### src/rtl/cmp_seq_pkg.sv
// Shared definitions for the sequential max/min compare controller:
// FSM state encoding and sample data width.
package cmp_seq_pkg;

  localparam int DW = 4;

  typedef enum logic [1:0] {
    IDLE = 2'd0,
    SCAN = 2'd1,
    DONE = 2'd2
  } state_t;

endpackage

### src/rtl/mag_cmp4.sv
// Unsigned magnitude comparator: reports a > b and a == b for DW-bit operands.
module mag_cmp4
  import cmp_seq_pkg::*;
(
  input  logic [DW-1:0] a,
  input  logic [DW-1:0] b,
  output logic          gt,
  output logic          eq
);

  assign gt = (a > b);
  assign eq = (a == b);

endmodule

### src/rtl/cmp_seq_ctrl.sv
// Scans a run of N samples and reports the largest value and its first index.
// Optional minimum tracking is enabled by defining CMP_SEQ_MIN_TRACK_EN.
module cmp_seq_ctrl
  import cmp_seq_pkg::*;
#(
  parameter  int N    = 8,
  localparam int IDXW = $clog2(N)
) (
  input  logic            clk,
  input  logic            rst,
  input  logic            start,
  input  logic            abort,
  input  logic            in_valid,
  input  logic [DW-1:0]   in_data,
  output logic            in_ready,
  output logic            busy,
  output logic            done,
  output logic [DW-1:0]   max_val,
  output logic [IDXW-1:0] max_idx
`ifdef CMP_SEQ_MIN_TRACK_EN
  ,
  output logic [DW-1:0]   min_val,
  output logic [IDXW-1:0] min_idx
`endif
);

  // One spare counter bit so the count never wraps inside a run.
  localparam int            CW   = IDXW + 1;
  localparam logic [CW-1:0] LAST = CW'(N - 1);

  state_t          state_reg, state_next;
  logic [CW-1:0]   count_reg, count_next;
  logic [DW-1:0]   max_val_reg, max_val_next;
  logic [IDXW-1:0] max_idx_reg, max_idx_next;
  logic            max_gt, max_eq;
  logic            first_sample;

  mag_cmp4 u_max_cmp (
    .a  (in_data),
    .b  (max_val_reg),
    .gt (max_gt),
    .eq (max_eq)
  );

`ifdef CMP_SEQ_MIN_TRACK_EN
  logic [DW-1:0]   min_val_reg, min_val_next;
  logic [IDXW-1:0] min_idx_reg, min_idx_next;
  logic            min_gt, min_eq;

  // Operands swapped: replace when the stored minimum exceeds the new sample.
  mag_cmp4 u_min_cmp (
    .a  (min_val_reg),
    .b  (in_data),
    .gt (min_gt),
    .eq (min_eq)
  );
`endif

  assign first_sample = (count_reg == '0);

  always_ff @(posedge clk or posedge rst) begin
    if (rst) begin
      state_reg   <= IDLE;
      count_reg   <= '0;
      max_val_reg <= '0;
      max_idx_reg <= '0;
`ifdef CMP_SEQ_MIN_TRACK_EN
      min_val_reg <= '0;
      min_idx_reg <= '0;
`endif
    end else begin
      state_reg   <= state_next;
      count_reg   <= count_next;
      max_val_reg <= max_val_next;
      max_idx_reg <= max_idx_next;
`ifdef CMP_SEQ_MIN_TRACK_EN
      min_val_reg <= min_val_next;
      min_idx_reg <= min_idx_next;
`endif
    end
  end

  always_comb begin
    state_next   = state_reg;
    count_next   = count_reg;
    max_val_next = max_val_reg;
    max_idx_next = max_idx_reg;
`ifdef CMP_SEQ_MIN_TRACK_EN
    min_val_next = min_val_reg;
    min_idx_next = min_idx_reg;
`endif
    in_ready     = 1'b0;
    busy         = 1'b0;
    done         = 1'b0;

    case (state_reg)
      IDLE: begin
        if (start) begin
          state_next = SCAN;
          count_next = '0;
        end
      end
      SCAN: begin
        in_ready = 1'b1;
        busy     = 1'b1;
        // Abort wins over a sample offered in the same cycle.
        if (abort) begin
          state_next = IDLE;
        end else if (in_valid) begin
          count_next = count_reg + 1'b1;
          if (count_reg == LAST) begin
            state_next = DONE;
          end
          if (first_sample || (max_gt && !max_eq)) begin
            max_val_next = in_data;
            max_idx_next = count_reg[IDXW-1:0];
          end
`ifdef CMP_SEQ_MIN_TRACK_EN
          if (first_sample || (min_gt && !min_eq)) begin
            min_val_next = in_data;
            min_idx_next = count_reg[IDXW-1:0];
          end
`endif
        end
      end
      DONE: begin
        done       = 1'b1;
        state_next = IDLE;
      end
      default: begin
        state_next = IDLE;
      end
    endcase
  end

  assign max_val = max_val_reg;
  assign max_idx = max_idx_reg;
`ifdef CMP_SEQ_MIN_TRACK_EN
  assign min_val = min_val_reg;
  assign min_idx = min_idx_reg;
`endif

endmodule

### config.mk
export PLATFORM = sky130hd
export DESIGN_NAME = cmp_seq_ctrl
export DESIGN_NICKNAME = d
export VERILOG_FILES = /design/src/rtl/cmp_seq_pkg.sv /design/src/rtl/mag_cmp4.sv /design/src/rtl/cmp_seq_ctrl.sv
export SDC_FILE = /design/constraint.sdc
export NUM_CORES = 1
export LEC_CHECK = 0
export ABC_AREA = 0
export BUFFER_PORTS_ARGS = -buffer_cell sky130_fd_sc_hd__buf_2
export CAP_MARGIN = 40
export CORE_UTILIZATION = 53
export DETAILED_ROUTE_END_ITERATION = 8
export PLACE_DENSITY = 0.8
export SLEW_MARGIN = 10
export SYNTH_ARGS = -nofsm -noshare
export SYNTH_HDL_FRONTEND = slang
export SYNTH_SLANG_ARGS = --single-unit
### constraint.sdc
create_clock -name clk -period 2.75 [get_ports clk]
set_input_delay 0.4125 -clock clk [delete_from_list [all_inputs] [get_ports clk]]
set_output_delay 0.4125 -clock clk [all_outputs]
set_load 0.05 [all_outputs]
## Word level (Yosys, flattened, before mapping)

Index checks and enable logic that the tools add are counted.

- Register bits: 13

- Add/sub/neg operators: 1
- Magnitude comparators: 1
- Equality and inequality tests: 9
- Mux-type cells: 11
- Bitwise gates (word level): 1
- Reduce and logical (&&, ||, !) cells: 9

Operators with widths:

| cell | number |
|---|---|
| $mux W4 | 3 |
| $mux W2 | 4 |
| $pmux W4 S2 | 1 |
| $reduce_and A4 Y1 | 2 |
| $ne A2 B2 Y1 const B | 3 |
| $ne A3 B3 Y1 const B | 2 |
| $add A4 B1 Y4 const B | 1 |
| $eq A4 B3 Y1 const B | 1 |
| $eq A4 B4 Y1 | 1 |
| $gt A4 B4 Y1 | 1 |
| $logic_not A4 Y1 | 1 |
| $pmux W2 S2 | 1 |
| $reduce_and A3 Y1 | 1 |
| $eq A2 B1 Y1 const B | 1 |
| $eq A2 B2 Y1 const B | 1 |
| $logic_not A2 Y1 | 1 |
| $mux W1 | 2 |
| $reduce_bool A2 Y1 | 1 |
| $logic_and A1 B1 Y1 | 1 |
| $logic_not A1 Y1 | 1 |
| $logic_or A1 B1 Y1 | 1 |
| $not A1 Y1 | 1 |

## Logic depth before layout (Yosys ltp)

- Depth in word-level cells: 5
- Gate-level depth with buffers: 6
- Gate-level depth less buffers: 6

## By module

From an unflattened synthesis, not the netlist that was laid out.

- Cells, all modules: 63
- Area total of the unflattened synthesis: 767.0 um2

By module, submodules not included:

| module | instances | cells an instance | area each (um2) | seq. area each (um2) |
|---|---|---|---|---|
| cmp_seq_ctrl | 1 | 50 | 658.1 | 325.3 |
| mag_cmp4 | 1 | 13 | 108.9 | 0.0 |

## Least setup slack after synthesis

OpenSTA, ideal clock, no wires.

- Path type: register to register
- Start point: register max_val_reg[1], in the netlist max_val[1]
- End point: register max_val_reg[0], in the netlist max_val[0]
- Library setup time: 0.125 ns
- Arrival: 1.804 ns
- Path slack: 0.821 ns
- Cell stages (with the launch flop): 7
- Path buffers: 0
- Period minus slack after synthesis: 1.929 ns
- Cells stage by stage: dfrtp_1 inv_1 ha_1 nor2b_1 o211ai_1 a21oi_4 mux2_2

- Word-level cells in the longest chain between the ends: 5
- Elaborated cells between the ends (all ways): 6

Ends and longest elaborated chain:

| element | line | text |
|---|---|---|
| start: declaration | cmp_seq_ctrl.sv:33 | `logic [DW-1:0] max_val_reg, max_val_next;` |
| start signal: assignment | cmp_seq_ctrl.sv:74 | `max_val_reg <= max_val_next;` |
| parallel branches: the longest is 2 deep, another holds $gt A4 B4 Y1 | n/a |  |
| $logic_and A1 B1 Y1 (*) | cmp_seq_ctrl.sv:114 | `if (first_sample \|\| (max_gt && !max_eq)) begin` |
| $logic_or A1 B1 Y1 (*) | cmp_seq_ctrl.sv:114 |  |
| $reduce_and A4 Y1 (no source line) (*) | n/a |  |

Mark *: on every way between the ends.
A chain may end at the register's enable or synchronous reset.

## Worst setup path after layout

- Start point: register count_reg[0]
- End point: register max_val_reg[0], in the netlist max_val[0]

- Word-level cells in the longest chain between the ends: 3

Ends and longest elaborated chain:

| element | line | text |
|---|---|---|
| start: declaration | cmp_seq_ctrl.sv:32 | `logic [CW-1:0] count_reg, count_next;` |
| start signal: assignment | cmp_seq_ctrl.sv:73 | `count_reg <= count_next;` |
| $logic_not A4 Y1 | cmp_seq_ctrl.sv:59 | `assign first_sample = (count_reg == '0);` |
| $logic_or A1 B1 Y1 | cmp_seq_ctrl.sv:114 |  |
| $reduce_and A4 Y1 (no source line) | n/a |  |

No other way between the ends.

==> results.md <==
- Number of post-CTS setup repair buffers: 0
- Avg WL per Cell: 11.9 µm
- Area grow syn2layout: 17.8%
- DRC: 0
- First-pass GRT wire length: 1830 µm
- Initial core utilization: 60.5%
- Fin Setup TNS: 0 ns
- First-pass DRT Iterations: 2
- Die W: 38.6 µm
- Via count: 479
- Cells after synthesis: 59
- Family with the most delay on the worst path: flip-flops
- Slowest-stage cell, CP: dfrtp_1
- CP Capture Type: flop
- Outcome: finished clean
- Critical Path AT: 1.93 ns
- GRT Overall Usage: 18.9%
- Nets: 96
- Die Area: 1490 µm²
- Diodes inserted: 0
- Die H: 38.6 µm
- Worst slew pin tran: 0.635 ns
- H-tree levels: 1
- Root Driver: clkbuf_4
- Final Max Tran Viols: 0
- Final wirelength: 1120 µm
- PostCTS Resize Cnt: 0
- Maximum clock insertion buffer count: 2
- Core Rows: 12
- Setup Skew: 0.00727 ns
- Largest net degree at the start of global routing: 14
- Vias in the first global route: 434
- Max Freq: 571 MHz
- Relative slew slack: 57.6%
- Worst EP required: 2.93 ns
- Initial antenna violation count: 0
- Mean Syn Cell Area: 12.0 µm²
- CP bufs+invs: 1
- Quantity of I/O buffers inserted on ports: 18
- Cell Area, Placed: 808 µm²
- # setup viols final: 0
- Via density: 5.10
- CP max stage delay: 0.41 ns
- Initial DRC Count: 5
- Power per standard cell area: 907 nW/µm²
- Startpoint types: flop
- Gpl congestion: 0.710
- Endpoints failing hold: 0
- Fill count: 97
- Syn Nets: 74
- Layout cells sized above 1: 43.8%
- Post-Syn Area: 708 µm²
- Worst skew pair latency: 0.28 ns
- Hold Crit Class: input pin to asynchronous set/reset pin
- Maximum VDD drop: 668 µV
- Post-route cell area: 835 µm²
- Crit path max fanout: 7
- CTS Buf Count: 3
- Std-Cell Core Area: 1170 µm²
- Ports: 19
- Post-synthesis sequential area ratio: 45.9%
- Gr ovfl total: 0
- CTS tree: done
- Pwr Total: 757 µW
- RSZ-0062 raised after global routing: false
- Cell variety after synth: 22
- Clock slew at reported path FFs: 0.08 ns
- Synth warn: 0
- Cts hold-fix bufs: 0
- CTS sink count: 13
- Static Leak: 0.000429 µW
- Flop and latch count out of synthesis: 13
- Tcrit/Tclk final: 63.6%
- Maxcap violations: 0
- DRT antenna net count: 0
- Post-DP HPWL: 871 µm
- Final Critical Period: 1.75 ns
- Worst path cell trace: inv_1 -> ha_1 -> nor3b_2 -> a211oi_2 -> a21oi_4 -> mux2_2
- Worst Path Class, Setup: flop to flop
kinds of logic (layout without fill, tap and decap cells):
family,count (synthesis),after routing,share of synthesized area (%)
AND/OR/NAND/NOR,15,15,14.7
flip-flops,13,13,45.9
buffers and inverters,9,30,5.30
AO/OA/AOI/OAI,7,7,9.90
multiplexers,7,7,11.1
adder cells (fa/ha/maj),6,6,10.6
XOR/XNOR,2,2,2.47
layer usage:
metal | vias up | routed length, µm | GRT usage (%)
li1 | 249 | - | -
met1 | 214 | 551 | 23.2
met2 | 13 | 494 | 29.6
met3 | 3 | 55 | 6.98
met4 | 0 | 17 | 7.76
met5 | - | 0 | 0
cells in the final DEF, fill, tap and decap left out, types with 2 or more instances in the layout:
cell      Yosys  layout
nor3b_1       2       2
buf_2         0      18
ha_1          6       6
nor2_1        2       2
xor2_1        2       2
nand4_1       2       2
nor2b_1       3       3
inv_1         8       8
dfrtp_1      13      13
clkbuf_4      0       3
mux2_2        7       7
nand2_1       2       2
cell usage after synthesis (all sizes together):
| cell | n | area [µm²] |
|---|---|---|
| a21oi | 1 | 16.3 |
| nor2 | 2 | 7.51 |
| xor2 | 2 | 17.5 |
| and4bb | 1 | 16.3 |
| o21ai | 1 | 8.76 |
| buf | 1 | 7.51 |
| nor2b | 3 | 18.8 |
| o31ai | 1 | 7.51 |
| a31o | 1 | 8.76 |
| nand4 | 2 | 12.5 |
| ha | 6 | 75.1 |
| inv | 8 | 30.0 |
| nand4b | 1 | 8.76 |
| a21o | 1 | 8.76 |
| nand2 | 2 | 7.51 |
| a211oi | 1 | 12.5 |
| nor3b | 3 | 27.5 |
| nor3 | 1 | 5.00 |
| dfrtp | 13 | 325 |
| o211ai | 1 | 7.51 |
| mux2 | 7 | 78.8 |
metrics by stage:
step / cells / utilization [%] / worst slack [ns] / hold slack, ns
floorplan: 59 / - / 0.821 / 0.289
global placement: 90 / 69.0 / 0.956 / 0.454
detailed placement: 90 / 69.0 / 0.929 / 0.464
CTS: 94 / 71.3 / 0.981 / 0.153
global route: 94 / 71.3 / 0.864 / 0.186
finish: 94 / 71.3 / 1.00 / 0.130
power breakdown:
| group | switching, µW | total, µW | internal [µW] |
|---|---|---|---|
| clock | 66.1 | 122 | 56.4 |
| combinational | 252 | 366 | 115 |
| sequential | 30.3 | 268 | 238 |
| total | 348 | 757 | 409 |
path summary, 6_finish.rpt:
| check | start | to | slack (ns) | cells after the start |
|---|---|---|---|---|
| min in group clk | abort | state_reg[1] | 0.30 | 2 |
| setup reg to reg | count_reg[0] | max_val[0] | 1.0 | 6 |
| hold / removal | rst | max_val[2] | 0.13 | 2 |
| setup / recovery | count_reg[0] | max_val[0] | 1.0 | 6 |
| max in group asynchronous | rst | state_reg[0] | 2.28 | 2 |
| hold reg to reg | max_idx[2] | max_idx[2] | 0.51 | 1 |
worst reg2reg max path: stages (launching register included):
cell and delay, ns:
dfrtp_1 0.41, inv_1 0.11, ha_1 0.15, nor3b_2 0.25
a211oi_2 0.08, a21oi_4 0.27, mux2_2 0.37
layout make-up:
class | count | area (µm²) | area share (%)
tap | 14 | 17.5 | 2.10
clock buffer | 4 | 26.3 | 3.15
multi-input combinational | 37 | 345 | 41.4
timing repair buffer | 18 | 90.1 | 10.8
sequential | 13 | 325 | 39.0
inverter | 8 | 30.0 | 3.60
Power figures use the tool's default switching activity.
